### config.mk
export PLATFORM = sky130hd
export DESIGN_NAME = psram_qspi_master
export DESIGN_NICKNAME = d
export VERILOG_FILES = /design/src/rtl/psram_pkg.sv /design/src/rtl/psram_qspi_master_shreg.sv /design/src/rtl/psram_qspi_master.sv
export SDC_FILE = /design/constraint.sdc
export NUM_CORES = 1
export LEC_CHECK = 0
export ABC_AREA = 0
export CAP_MARGIN = 40
export CELL_PAD_IN_SITES_DETAIL_PLACEMENT = 1
export CELL_PAD_IN_SITES_GLOBAL_PLACEMENT = 2
export CORE_AREA = 8 8 151 153
export CTS_BUF_LIST = sky130_fd_sc_hd__clkbuf_8
export DETAILED_ROUTE_END_ITERATION = 10
export DIE_AREA = 0 0 159 161
export GPL_ROUTABILITY_DRIVEN = 0
export MAX_ROUTING_LAYER = met4
export PLACE_DENSITY_LB_ADDON = 0.08
export SETUP_SLACK_MARGIN = 0.5
export SLEW_MARGIN = 20
export SYNTH_ARGS = -nofsm -noshare
export SYNTH_HDL_FRONTEND = slang
export SYNTH_SLANG_ARGS = --single-unit
### constraint.sdc
create_clock -name clock -period 10.5 [get_ports clock]
set_input_delay 2.625 -clock clock [delete_from_list [all_inputs] [get_ports clock]]
set_output_delay 2.625 -clock clock [all_outputs]
set_load 0.01 [all_outputs]
### src/rtl/psram_pkg.sv
// Shared types and constants for the PSRAM QSPI master.
// Latency: n/a (package only).
// Backpressure: n/a.
package psram_pkg;

    typedef enum logic [2:0] {
        ST_IDLE,
        ST_CMD,
        ST_ADDR,
        ST_WAIT,
        ST_RDATA,
        ST_WDATA,
        ST_DONE
    } state_t;

    localparam logic [7:0] CMD_READ     = 8'hEB;
    localparam logic [7:0] CMD_WRITE    = 8'h38;
    localparam int         ADDR_NIBBLES = 6;
    localparam logic [4:0] CMD_BITS     = 5'd8;

    // Request size code to number of data nibbles (2 per byte); code 3 is 4 bytes.
    function automatic logic [3:0] size_to_nibbles(input logic [1:0] size);
        case (size)
            2'd0:    return 4'd2;
            2'd1:    return 4'd4;
            default: return 4'd8;
        endcase
    endfunction

    // Reverse byte order so byte 0 sits in the top byte and leaves the shifter first.
    function automatic logic [31:0] swap_bytes(input logic [31:0] d);
        return {d[7:0], d[15:8], d[23:16], d[31:24]};
    endfunction

    // Received nibbles land MSB-first with the first byte highest; reorder to
    // little-endian and zero the bytes that were not read.
    function automatic logic [31:0] assemble_rdata(input logic [31:0] raw,
                                                   input logic [3:0]  nibs);
        case (nibs)
            4'd2:    return {24'h0, raw[7:0]};
            4'd4:    return {16'h0, raw[7:0], raw[15:8]};
            default: return {raw[7:0], raw[15:8], raw[23:16], raw[31:24]};
        endcase
    endfunction

endpackage

### src/rtl/psram_qspi_master_shreg.sv
// 32-bit nibble shift register: parallel load, shift out high nibble, shift in low nibble.
// Latency: updates on the clock edge where an operation is requested.
// Backpressure: none; load has priority over shift-in, which has priority over shift-out.
module psram_nibble_shreg
    import psram_pkg::*;
(
    input  logic        clk,
    input  logic        rst,
    input  logic        load,
    input  logic [31:0] load_data,
    input  logic        shift_out,
    input  logic        shift_in,
    input  logic [3:0]  din,
    output logic [31:0] q
);

    // Single register updated by one of three mutually prioritised operations.
    always_ff @(posedge clk or posedge rst) begin
        if (rst) begin
            q <= 32'h0;
        end else if (load) begin
            q <= load_data;
        end else if (shift_in) begin
            q <= {q[27:0], din};
        end else if (shift_out) begin
            q <= {q[27:0], 4'h0};
        end
    end

endmodule

### src/rtl/psram_qspi_master.sv
// QSPI master for PSRAM: serialises cmd/addr/data for single 1/2/4-byte reads and writes.
// Latency: resp_valid 2S+1 clocks after accept (S = total sck cycles of the transfer).
// Backpressure: req_ready low from accept until the clock after DONE; no queueing.
module psram_qspi_master
    import psram_pkg::*;
#(
    parameter int DUMMY_SCK = 6
) (
    input  logic        clock,
    input  logic        reset,
    input  logic        req_valid,
    output logic        req_ready,
    input  logic        req_write,
    input  logic [23:0] req_addr,
    input  logic [1:0]  req_size,
    input  logic [31:0] req_wdata,
    output logic        resp_valid,
    output logic [31:0] resp_rdata,
    output logic        sck,
    output logic        ce_n,
    output logic [3:0]  dio_out,
    output logic [3:0]  dio_oe,
    input  logic [3:0]  dio_in
);

    localparam logic [4:0] DUMMY_CNT = 5'(DUMMY_SCK);

    state_t      state;
    logic        ph;        // next value of sck while a transfer is running
    logic [4:0]  cnt;       // sck cycles left in the current phase
    logic        wr_r;
    logic [3:0]  nibs_r;
    logic [7:0]  cmd_r;
    logic [31:0] wdata_r;   // byte-swapped write data

    logic        sh_load;
    logic [31:0] sh_din;
    logic        sh_shift_out;
    logic        sh_shift_in;
    logic [31:0] sh_q;

    logic        accept;
    logic        fall;      // this edge ends a high phase and starts a low phase
    logic        last;

    assign accept = req_valid && req_ready;
    assign fall   = sck;
    assign last   = (cnt == 5'd1);

    psram_nibble_shreg u_shreg (
        .clk       (clock),
        .rst       (reset),
        .load      (sh_load),
        .load_data (sh_din),
        .shift_out (sh_shift_out),
        .shift_in  (sh_shift_in),
        .din       (dio_in),
        .q         (sh_q)
    );

    // Shifter control: load address on accept, step out nibbles on sck falls,
    // reload with write data (or clear for reads) at the end of the address phase.
    always_comb begin
        sh_load      = 1'b0;
        sh_din       = 32'h0;
        sh_shift_out = 1'b0;
        sh_shift_in  = 1'b0;
        case (state)
            ST_IDLE: begin
                if (accept) begin
                    sh_load = 1'b1;
                    sh_din  = {req_addr, 8'h00};
                end
            end
            ST_CMD: begin
                if (fall && last) sh_shift_out = 1'b1;
            end
            ST_ADDR: begin
                if (fall) begin
                    if (!last) begin
                        sh_shift_out = 1'b1;
                    end else begin
                        sh_load = 1'b1;
                        sh_din  = wr_r ? {wdata_r[27:0], 4'h0} : 32'h0;
                    end
                end
            end
            ST_RDATA: begin
                if (fall) sh_shift_in = 1'b1;
            end
            ST_WDATA: begin
                if (fall && !last) sh_shift_out = 1'b1;
            end
            default: ;
        endcase
    end

    // Transfer FSM with registered pad outputs and sck generation.
    always_ff @(posedge clock or posedge reset) begin
        if (reset) begin
            state      <= ST_IDLE;
            sck        <= 1'b0;
            ph         <= 1'b0;
            ce_n       <= 1'b1;
            dio_out    <= 4'h0;
            dio_oe     <= 4'h0;
            req_ready  <= 1'b1;
            resp_valid <= 1'b0;
            resp_rdata <= 32'h0;
            cnt        <= 5'd0;
            wr_r       <= 1'b0;
            nibs_r     <= 4'd0;
            cmd_r      <= 8'h00;
            wdata_r    <= 32'h0;
        end else begin
            resp_valid <= 1'b0;
            // The accept edge leaves ph=0, so the first clock keeps sck low
            // as command-bit setup; afterwards sck toggles every clock.
            if (state != ST_IDLE && state != ST_DONE) begin
                sck <= ph;
                ph  <= ~ph;
            end
            case (state)
                ST_IDLE: begin
                    if (accept) begin
                        state     <= ST_CMD;
                        ce_n      <= 1'b0;
                        req_ready <= 1'b0;
                        sck       <= 1'b0;
                        ph        <= 1'b0;
                        wr_r      <= req_write;
                        nibs_r    <= size_to_nibbles(req_size);
                        wdata_r   <= swap_bytes(req_wdata);
                        cmd_r     <= req_write ? CMD_WRITE : CMD_READ;
                        dio_out   <= {3'b000, req_write ? CMD_WRITE[7] : CMD_READ[7]};
                        dio_oe    <= 4'b0001;
                        cnt       <= CMD_BITS;
                    end
                end
                ST_CMD: begin
                    if (fall) begin
                        if (last) begin
                            state   <= ST_ADDR;
                            cnt     <= 5'(ADDR_NIBBLES);
                            dio_out <= sh_q[31:28];
                            dio_oe  <= 4'hF;
                        end else begin
                            cnt     <= cnt - 5'd1;
                            dio_out <= {3'b000, cmd_r[6]};
                            cmd_r   <= {cmd_r[6:0], 1'b0};
                        end
                    end
                end
                ST_ADDR: begin
                    if (fall) begin
                        if (!last) begin
                            cnt     <= cnt - 5'd1;
                            dio_out <= sh_q[31:28];
                        end else if (wr_r) begin
                            state   <= ST_WDATA;
                            cnt     <= {1'b0, nibs_r};
                            dio_out <= wdata_r[31:28];
                        end else begin
                            dio_out <= 4'h0;
                            dio_oe  <= 4'h0;
                            if (DUMMY_SCK == 0) begin
                                state <= ST_RDATA;
                                cnt   <= {1'b0, nibs_r};
                            end else begin
                                state <= ST_WAIT;
                                cnt   <= DUMMY_CNT;
                            end
                        end
                    end
                end
                ST_WAIT: begin
                    if (fall) begin
                        if (last) begin
                            state <= ST_RDATA;
                            cnt   <= {1'b0, nibs_r};
                        end else begin
                            cnt <= cnt - 5'd1;
                        end
                    end
                end
                ST_RDATA: begin
                    if (fall) begin
                        if (last) begin
                            state      <= ST_DONE;
                            ce_n       <= 1'b1;
                            sck        <= 1'b0;
                            ph         <= 1'b0;
                            dio_oe     <= 4'h0;
                            dio_out    <= 4'h0;
                            resp_valid <= 1'b1;
                            resp_rdata <= assemble_rdata({sh_q[27:0], dio_in}, nibs_r);
                        end else begin
                            cnt <= cnt - 5'd1;
                        end
                    end
                end
                ST_WDATA: begin
                    if (fall) begin
                        if (last) begin
                            state      <= ST_DONE;
                            ce_n       <= 1'b1;
                            sck        <= 1'b0;
                            ph         <= 1'b0;
                            dio_oe     <= 4'h0;
                            dio_out    <= 4'h0;
                            resp_valid <= 1'b1;
                        end else begin
                            cnt     <= cnt - 5'd1;
                            dio_out <= sh_q[31:28];
                        end
                    end
                end
                ST_DONE: begin
                    state     <= ST_IDLE;
                    req_ready <= 1'b1;
                end
                default: state <= ST_IDLE;
            endcase
        end
    end

endmodule
Word level (Yosys, flattened, before mapping) --
Cells that the tools add are included.
Operators by class: mux-type cells 83, reduce and logical (&&, ||, !) cells 25, equality and inequality tests 26, add/subtract/negate cells 1, bitwise logic cells 1
Operators with widths (number):
- 2-to-1 mux 32 bit | 7
- case mux 32 bit (2 select lines) | 2
- 2-to-1 mux 4 bit | 17
- 2-to-1 mux 5 bit | 9
- 2-to-1 mux 3 bit | 10
- 2-to-1 mux 7 bit | 4
- != test 2 bit (second input constant) | 13
- case mux 5 bit (5 select lines) | 1
- 2-to-1 mux 1 bit | 22
- case mux 4 bit (5 select lines) | 1
- AND reduction 9 bit | 2
- case mux 4 bit (4 select lines) | 1
- case mux 3 bit (5 select lines) | 1
- case mux 7 bit (2 select lines) | 1
- AND reduction 7 bit | 2
- case mux 1 bit (2 select lines) | 5
- nonzero test 5 bit | 2
- == test 3 bit (second input constant) | 3
- case mux 4 bit (2 select lines) | 1
- AND reduction 4 bit | 2
- == test 3 x 2 -> 1 bit (second input constant) | 2
- nonzero test 2 bit | 3
- nonzero test 3 bit | 2
- == test 5 x 1 -> 1 bit (second input constant) | 1
- 17 further kinds | 22
Word-level totals: logic and storage cells 151, input port bits 66, register bits 129

Depth between registers and ports, before layout --
depth after elaboration 8, mapped depth 9

Cells and area by module --
From an unflattened synthesis, not the netlist that was laid out.
Second synthesis, totals: cells, all modules 659, area, all modules 6501.2 µm²
By module, submodules not included:
- psram_qspi_master | sequential area each 2354.8 µm², area an instance 4777.1 µm², cells each 505, times used 1
- psram_nibble_shreg | sequential area each 800.8 µm², area an instance 1724.2 µm², cells each 154, times used 1

Worst setup path after synthesis --
Ideal clock, no wire load.
path kind input to register, start point input port req_valid, end point register u_shreg.q[10], setup slack 6.698 ns, required time 10.370 ns, stages on the path 7, library setup time 0.130 ns, arrival 3.672 ns, buffers on the path 3, path through and4_1 buf_2 a31oi_1 buf_4 buf_6 a222oi_1 a21oi_1
Between the ends: longest elaborated chain between the ends 4, elaborated cells between the ends (all ways) 7, those cells by class mux: 5; reduce/logical: 2
RTL lines:
- start: declaration | line psram_qspi_master.sv:11 | input logic req_valid,
- logical AND 1 bit * | line psram_qspi_master.sv:46 | assign accept = req_valid && req_ready;
- 2-to-1 mux 1 bit or 2-to-1 mux 32 bit (tied branches) | line psram_qspi_master.sv:70 | if (accept) begin
- case mux 1 bit (2 select lines) or case mux 32 bit (2 select lines) (tied branches) | line psram_qspi_master.sv:68 | case (state)
- nonzero test 3 bit (no source line) or 2-to-1 mux 32 bit (tied branches)
- end signal: assignment | line psram_qspi_master_shreg.sv:22 | q <= load_data;
- end signal: assignment | line psram_qspi_master_shreg.sv:24 | q <= {q[27:0], din};
- end signal: assignment | line psram_qspi_master_shreg.sv:26 | q <= {q[27:0], 4'h0};
- end: declaration | line psram_qspi_master_shreg.sv:14 | output logic [31:0] q
Every way passes the cells marked *; elsewhere a longest branch is shown, timed or not. A chain may end at the register's enable or synchronous reset.

Worst setup path after layout --
start point register sck, end point output port sck
RTL lines:
- start: declaration | line psram_qspi_master.sv:19 | output logic sck,
- start signal: assignment | line psram_qspi_master.sv:120 | sck <= ph;
No word-level cell between the ends.

==> flow_summary.ini <==
[status]
status = finished, final reports clean

[timing]
maxSlewViolCount = 0
finalHoldViolCount = 0
fin_worst_skew_ps = 11.5
relSlewSlack_pct = 47.5
fin_ws_ps = 6120
fmax_mhz = 228
rsz0062_at_grt = no
post-route-period-util_pct = 41.7
whs_ps = 476
setup_viol = 0
tightest_slew_ps = 787
layout_min_cycle_time_ps = 4380
finalSetupTns_ps = 0

[drt]
avgRoutedWirePerCell_um = 19.2
routed_via_density = 5.02
wl_um = 19500
drcViolationCount = 0
ant_nets = 0
vias = 5086
drtIter0Drc = 329
dr.pass1.iters = 6

[yosys]
ys_seq_area_share_pct = 54.2
yosysTopAreaCellShare_pct = 53.3
yosys.area.top_type = dfrtp_1
synth_edf_count = 0
synth_cells = 632
avgSynthCellArea_um2 = 9.22
ys_top_cells_by_area = dfrtp_1 (53%), nand2_1 (11%), o21ai_0 (4.7%)
yosysMostFrequentCell = nand2_1
ys_seq_elements = 126
syn_area_mm2 = 0.00583
yosys-top-cells-count = nand2_1 (171), dfrtp_1 (124), o21ai_0 (55), nor2_1 (47), a21oi_1 (46)
synth_cell_types = 56
syn_nets = 700
async_flop_share_pct = 100
ys_warn_count = 0
ys.flop_type = dfrtp_1

[clock_tree]
cts_buffers = 17
cts_hold_buf = 0
clock_sinks = 126
clk_pin_slew_ps = 70
root_buffer = clkbuf_8
cts_tree = done
worstSkewPairLatency_ps = 450
clk_path_buf_depth = 2
cts-resized-gates = 0
post_cts_buffers = 0
htreeDepth = 4

[placement]
pre_cts_ws_ps = 5980
hpwl_um = 13900
dpl-instance-area_mm2 = 0.00716
portBuffers = 109
placedCellCount = 981

[grt]
antenna_found_initial = 0
grt_max_degree = 61
grt.total_usage_pct = 15.8
grt_pass1_wl_um = 31400
gr-total-overflow = 0
first_global_vias = 5599

[power]
powerDensity_mw_per_mm2 = 231
vdd_drop_max_uv = 83.6
p_total_mw = 1.74
power.leakage_nw = 3.24

[floorplan]
die_area_mm2 = 0.0256
die_h_um = 161
coreArea_mm2 = 0.0206
pin_count = 110
rows = 53
die_w_um = 159
start_util_pct = 28.3

[hold_path]
min_from = cmd_r[0]$_DFFE_PP0P_
hold_class = flip-flop to flip-flop

[worst_setup_path]
critPathLaunchType = flip-flop
path_cells = clkdlybuf4s50_1
path_class = flip-flop to output pin
worstPathMaxFanout = 14
crit_family = flip-flops
critPathCaptureType = output pin
arrival_ps = 1760
reg2reg_from = cnt[1]$_DFFE_PP0P_
path_buf_inv = 1
worstPathRequired_ps = 7880
critPathSlowestCell = dfrtp_1
cpPeakStageDelay_ps = 670
cp-startpoint = sck$_DFF_PP0_

[final_layout]
antenna_cells = 0
area_growth_pct = 29.4
fin_nets = 793
fin_area_mm2 = 0.00754
post-route-util_pct = 36.7
drive_above_1_share_pct = 7.59
instances_no_fill = 1013

[flow_run]
drv_cap = 0
-- final cells by class --
class	count	area [um2]
sequential	126	3160
inverter	11	43.8
tap	275	344
clock inverter	15	150
clock buffer	17	234
multi-input combinational	450	2420
timing repair buffer	119	1190
fill	2386	13000
-- state kept, by name (all words and copies together) (netlist names), 2 cells and up --
| name | flops |
|---|---|
| cmd_r | 7 |
| nibs_r | 3 |
| resp_rdata | 32 |
| dio_out | 4 |
| cnt | 5 |
| u_shreg.q | 32 |
| wdata_r | 32 |
| dio_oe | 2 |
| state | 3 |
-- routing by layer --
layer | GRT usage, % | wire [um] | vias to the layer above
met3 | 3.31 | 659 | 17
met2 | 23.6 | 8710 | 104
li1 | - | - | 2423
met4 | 3.90 | 205 | 0
met1 | 21.7 | 9880 | 2542
met5 | - | 0 | -
-- cell families (layout without fill, tap and decap cells) --
logic type | after synthesis | count (layout) | synth area share [%]
adders and majority gates | 3 | 3 | 0.601
xor gates and xnor gates | 1 | 1 | 0.150
DFF | 126 | 126 | 54.2
buffers and inverters | 56 | 162 | 4.62
and+or+nand+nor | 256 | 256 | 18.8
muxes | 3 | 3 | 0.515
AOI/OAI and AO/OA | 187 | 187 | 21.2
-- worst paths after layout --
kind                            cells past startpoint  slack, ps                         end
min in group asynchronous                           2       2570  resp_rdata[25]$_DFFE_PP0P_
worst max register to register                      8       7890  resp_rdata[30]$_DFFE_PP0P_
worst min-delay path                                2        480        cmd_r[0]$_DFFE_PP0P_
worst min register to register                      2        480        cmd_r[0]$_DFFE_PP0P_
worst max-delay path                                1       6120                         sck
max in group asynchronous                           4       6580       nibs_r[1]$_DFFE_PP0P_
-- cell usage in the layout (no fill, tap or decap), types with 3 or more instances in the layout --
cell | synthesis | layout
clkinvlp_4 | 0 | 3
a21oi_1 | 46 | 46
a22oi_1 | 13 | 13
nand2b_1 | 6 | 6
o31ai_1 | 9 | 9
clkinv_2 | 0 | 4
inv_1 | 10 | 10
nand2_1 | 171 | 171
nor2b_1 | 4 | 4
a222oi_1 | 24 | 24
a22o_1 | 7 | 7
o22a_1 | 8 | 8
nor3_1 | 5 | 5
dfrtp_1 | 124 | 124
o21ai_0 | 55 | 55
clkinv_4 | 0 | 5
clkdlybuf4s50_1 | 0 | 109
o22ai_1 | 10 | 10
buf_4 | 7 | 8
clkbuf_8 | 0 | 17
nand4_1 | 3 | 3
mux2i_1 | 3 | 3
nor2_1 | 47 | 47
-- power breakdown --
| group | switching (mW) | leakage (nW) | internal [mW] |
|---|---|---|---|
| Combinational | 0.304 | 1.47 | 0.266 |
| Sequential | 0.155 | 1.57 | 0.602 |
| Clock | 0.208 | 0.192 | 0.209 |
Power figures use the tool's default switching activity.
